[src/rtl/ttt_pkg.sv]
// rtl/ttt_pkg.sv - shared types and constants for the tic-tac-toe controller
package ttt_pkg;

  typedef enum logic [1:0] {
    PLAY  = 2'd0,
    CHECK = 2'd1,
    OVER  = 2'd2
  } state_t;

  localparam int CELLS   = 9;
  localparam int N_LINES = 8;
  localparam int BCD_W   = 4;

  // Rows, then columns, then the two diagonals; cells are row-major, 0 = top-left.
  localparam logic [3:0] WIN_LINES [N_LINES][3] = '{
    '{4'd0, 4'd1, 4'd2},
    '{4'd3, 4'd4, 4'd5},
    '{4'd6, 4'd7, 4'd8},
    '{4'd0, 4'd3, 4'd6},
    '{4'd1, 4'd4, 4'd7},
    '{4'd2, 4'd5, 4'd8},
    '{4'd0, 4'd4, 4'd8},
    '{4'd2, 4'd4, 4'd6}
  };

endpackage

[src/rtl/line_detect.sv]
// rtl/line_detect.sv - flags a completed line in one player's board
module line_detect
  import ttt_pkg::*;
(
  input  logic [CELLS-1:0] board,
  output logic             line_hit
);

  // OR together the three-cell AND of every winning line.
  always_comb begin
    line_hit = 1'b0;
    for (int i = 0; i < N_LINES; i++) begin
      line_hit = line_hit |
                 (board[WIN_LINES[i][0]] & board[WIN_LINES[i][1]] & board[WIN_LINES[i][2]]);
    end
  end

endmodule

[src/rtl/game_controller.sv]
// rtl/game_controller.sv - tic-tac-toe match sequencer with board, turn and scores
module game_controller
  import ttt_pkg::*;
#(
  parameter logic [BCD_W-1:0] SCORE_MAX = 4'd9,
  parameter bit               FIRST_X   = 1'b1
)
(
  input  logic             clk,
  input  logic             rst,
  input  logic             move_vld,
  input  logic [3:0]       move_idx,
  input  logic             clr_board,
  input  logic             clr_score,
  output logic             move_rdy,
  output logic [CELLS-1:0] x,
  output logic [CELLS-1:0] o,
  output logic             turn,
  output logic             inval_move,
  output logic             x_win,
  output logic             o_win,
  output logic             draw,
  output logic [BCD_W-1:0] x_score,
  output logic [BCD_W-1:0] o_score
);

  state_t             state, state_d;
  logic [CELLS-1:0]   x_d, o_d;
  logic               turn_d, starter, starter_d;
  logic [3:0]         move_cnt, move_cnt_d;
  logic [BCD_W-1:0]   x_score_d, o_score_d;
  logic               x_win_d, o_win_d, draw_d, inval_d, move_rdy_d;
  logic               x_hit, o_hit;
  logic [CELLS-1:0]   cell_bit;
  logic               occupied;

  line_detect u_x_line (.board(x), .line_hit(x_hit));
  line_detect u_o_line (.board(o), .line_hit(o_hit));

  assign cell_bit = 9'(1) << move_idx;
  assign occupied = |((x | o) & cell_bit);

  // Next-state and next-output logic; clears override any move or evaluation.
  always_comb begin
    state_d    = state;
    x_d        = x;
    o_d        = o;
    turn_d     = turn;
    starter_d  = starter;
    move_cnt_d = move_cnt;
    x_score_d  = x_score;
    o_score_d  = o_score;
    x_win_d    = x_win;
    o_win_d    = o_win;
    draw_d     = draw;
    inval_d    = 1'b0;

    if (clr_score || clr_board) begin
      state_d    = PLAY;
      x_d        = '0;
      o_d        = '0;
      move_cnt_d = 4'd0;
      x_win_d    = 1'b0;
      o_win_d    = 1'b0;
      draw_d     = 1'b0;
      if (clr_score) begin
        x_score_d = '0;
        o_score_d = '0;
        starter_d = ~FIRST_X;
        turn_d    = ~FIRST_X;
      end else begin
        starter_d = ~starter;
        turn_d    = ~starter;
      end
    end else begin
      unique case (state)
        PLAY: begin
          if (move_vld) begin
            if (move_idx > 4'd8 || occupied) begin
              inval_d = 1'b1;
            end else begin
              if (turn) o_d = o | cell_bit;
              else      x_d = x | cell_bit;
              turn_d     = ~turn;
              move_cnt_d = move_cnt + 4'd1;
              state_d    = CHECK;
            end
          end
        end
        CHECK: begin
          inval_d = move_vld;
          if (x_hit) begin
            x_win_d = 1'b1;
            if (x_score < SCORE_MAX) x_score_d = x_score + 4'd1;
            state_d = OVER;
          end else if (o_hit) begin
            o_win_d = 1'b1;
            if (o_score < SCORE_MAX) o_score_d = o_score + 4'd1;
            state_d = OVER;
          end else if (move_cnt == 4'd9) begin
            draw_d  = 1'b1;
            state_d = OVER;
          end else begin
            state_d = PLAY;
          end
        end
        OVER: begin
          inval_d = move_vld;
        end
        default: state_d = PLAY;
      endcase
    end

    move_rdy_d = (state_d == PLAY);
  end

  // Register the FSM state and every output so downstream sees glitch-free levels.
  always_ff @(posedge clk) begin
    if (rst) begin
      state      <= PLAY;
      x          <= '0;
      o          <= '0;
      turn       <= ~FIRST_X;
      starter    <= ~FIRST_X;
      move_cnt   <= 4'd0;
      x_score    <= '0;
      o_score    <= '0;
      x_win      <= 1'b0;
      o_win      <= 1'b0;
      draw       <= 1'b0;
      inval_move <= 1'b0;
      move_rdy   <= 1'b1;
    end else begin
      state      <= state_d;
      x          <= x_d;
      o          <= o_d;
      turn       <= turn_d;
      starter    <= starter_d;
      move_cnt   <= move_cnt_d;
      x_score    <= x_score_d;
      o_score    <= o_score_d;
      x_win      <= x_win_d;
      o_win      <= o_win_d;
      draw       <= draw_d;
      inval_move <= inval_d;
      move_rdy   <= move_rdy_d;
    end
  end

endmodule

[config.mk]
export PLATFORM = sky130hd
export DESIGN_NAME = game_controller
export DESIGN_NICKNAME = d
export VERILOG_FILES = /design/src/rtl/ttt_pkg.sv /design/src/rtl/line_detect.sv /design/src/rtl/game_controller.sv
export SDC_FILE = /design/constraint.sdc
export NUM_CORES = 1
export LEC_CHECK = 0
export BUFFER_PORTS_ARGS = -buffer_cell sky130_fd_sc_hd__buf_2
export CAP_MARGIN = 20
export CORE_ASPECT_RATIO = 1.4
export CORE_MARGIN = 4
export CORE_UTILIZATION = 54
export DETAILED_ROUTE_END_ITERATION = 8
export PLACE_DENSITY = 0.81
export SLEW_MARGIN = 15
export SYNTH_ARGS = -nofsm -noshare
export SYNTH_HDL_FRONTEND = slang
export SYNTH_SLANG_ARGS = --single-unit
[constraint.sdc]
create_clock -name clk -period 2.45 [get_ports clk]
set_input_delay 0.1225 -clock clk [delete_from_list [all_inputs] [get_ports clk]]
set_output_delay 0.1225 -clock clk [all_outputs]
set_load 0.05 [all_outputs]
==> results.ini <==
[clock_network]
clock_latency_ns = 0.29
clock_sinks = 39
cts_resized = 0
ctsHoldBuffers = 0
root_buffer = clkbuf_8
clk_pin_slew_worst_paths_ns = 0.08
tritoncts = yes
h-tree-depth = 2
clock_path_buffers = 2
cts_buffers = 5
post-cts-setup-buffers = 0

[timing]
slew_headroom_pct = 69.6
finalMaxSlewViolations = 0
max_freq_mhz = 456
hold_viol_final = 0
rsz0062_at_grt = no
holdWs_ns = 0.0733
post-route-period-util_pct = 89.4
worst_slew_pin_slew_ns = 0.455
post-route-min-period_ns = 2.19
clock_skew_ns = 0.00794
fin_tns_setup_ns = 0
setup_viol = 0

[die]
fp-row-count = 26
dieArea_um2 = 4810
die_w_um = 59.8
ioPinCount = 41
start_util_pct = 55.7
core_region_area_um2 = 3640
die_h_um = 80.5

[global_route]
grt_pass1_vias = 1874
grt_max_degree = 25
busiest_layer = met2
grt_pass1_wl_um = 8130
use_met3_pct = 4.18
antenna_found_initial = 0
globalRouteTotalUtil_pct = 22.2
met2_usage_pct = 39.8
grt-ovfl-total = 0
grt_use_met1_pct = 23.6

[detailed_routing]
vias_per_cell = 6.03
num_vias = 1928
drt.antenna.violating_nets = 0
drc_errors = 0
first_pass_iters = 4
drt_iter0_markers = 83
routed_wl_um = 5000
wl_per_cell_um = 15.6

[final_layout]
num_antenna_cells = 0
mostFrequentLayoutCell = buf_2
mostFrequentLayoutCells = 40 x buf_2, 39 x dfxtp_1, 32 x nand2_1
layout.nets = 297
n_fill_cell = 339
area_delta_synth_final_pct = 16.0
layout-drive-gt1-share_pct = 24.8

[status]
status = finished clean

[placement]
port_buffers = 40
gp_congestion = 0.893
dp_hpwl_um = 3790

[hold_path]
whs_path_depth = 3
hp-class = primary input to flip-flop

[critical_path]
cp_slowest_cell = or4_1
arrival_ns = 2.42
cp_data_required_time_ns = 2.68
crit_chain = nor2_1 > a21boi_2 > or4_4 > or4_1 > buf_4 > o21ai_2
start_kind = flip-flop
path_delay_family = simple AND/OR/NAND/NOR gates
endpoint_kind = flip-flop
cp_max_fo = 9
crit_cells = 6
max_stage_delay_ns = 0.59
worstSetupPathType = flip-flop to flip-flop
worst-path-buf-inv = 1
r2r_cells = 6

[synth]
synthArstFlopShare_pct = 0
synthMuxAreaShare_pct = 0.987
ys_types = 50
synthCells = 233
synth-compound-area-share_pct = 25.0
synth_top_family_by_area = compound AO/OA/AOI/OAI gates
syn_area_um2 = 2030
synth-simple-area-share_pct = 23.7
ys_seq_elements = 39
synthXorXnorAreaFrac_pct = 0.864
syn_avg_cell_area_um2 = 8.70
synthAdderAreaFrac_pct = 6.17
yosysWarnings = 0
synth-main-ff-cell = dfxtp_1
syn_nets = 252
synth_edf_count = 0
yosysSeqAreaShare_pct = 38.5

[power]
p_per_area_nw_per_um2 = 498
ir_worst_vdd_v = 0.000512
power.leakage_uw = 0.000960
power.total_uw = 1170

[job]
cap_violations = 0

[power breakdown]
group | switching (uW) | internal [uW]
Combinational | 63.3 | 29.7
Clock | 218 | 221
Sequential | 3.75 | 637
[through the flow]
stage	worst slack (ns)	area, um^2	util, %	instances
CTS	0.266	2350	64.6	320
finish	0.259	2350	64.6	320
detailed placement	0.251	2270	62.2	313
floorplan	0.230	2030	-	233
global placement	0.307	2270	62.2	313
global route	0.156	2350	64.6	320
[routing by layer]
| layer | up-vias | part of all wire (%) |
|---|---|---|
| met2 | 55 | 51 |
| met1 | 921 | 42 |
| met3 | 10 | 5.0 |
| li1 | 942 | - |
| met5 | - | 0 |
| met4 | 0 | 2.5 |
[registers in the layout (all words and copies together), names as in the netlist]
name	count
inval_move	1
o_score	4
turn	1
o_win	1
state	2
x	9
draw	1
starter	1
x_win	1
o	9
move_rdy	1
x_score	4
move_cnt	4
[cell families after synthesis]
group,count (synthesis)
compound gates,68
xor+xnor,2
fa+ha+maj,10
buf+inv,20
flops,39
mux,2
simple gates,92
[worst register-to-register path, cell delays in order (launching register included)]
cell and delay (ns):
dfxtp_1 0.36, nor2_1 0.15, a21boi_2 0.08, or4_4 0.58
or4_1 0.59, buf_4 0.23, o21ai_2 0.14
[synth_stat cells (3+ instances only)]
cell	instances	area share (%)
dfxtp_1	39	38
nand2_1	32	5.9
nor2_1	19	3.5
o21ai_0	15	3.7
inv_1	14	2.6
a22o_1	10	4.3
ha_1	10	6.2
a21oi_1	9	2.2
o21ai_2	9	3.9
or3_1	9	2.8
nand3_1	6	1.5
a211oi_1	4	1.5
nor4_1	4	1.2
o21a_1	4	1.5
buf_6	3	1.7
clkbuf_1	3	0.56
nand4_1	3	0.93
[worst paths after layout]
kind                 start  slack, ns          to
setup / recovery      o[8]       0.26        x[8]
hold reg to reg      o_win       0.47       o_win
setup reg to reg      o[8]       0.26        x[8]
hold / removal    move_vld       0.07  inval_move
[layout make-up]
cell class,count,area (um^2),share of cell area (%)
clock buffer,6,82.6,3.51
sequential,39,781,33.2
multi-input combinational,174,1150,48.9
clock inverter,1,5.00,0.213
tap,42,52.6,2.23
timing repair buffer,44,230,9.78
inverter,14,52.6,2.23
No activity file was read; power rests on OpenSTA's default activity.
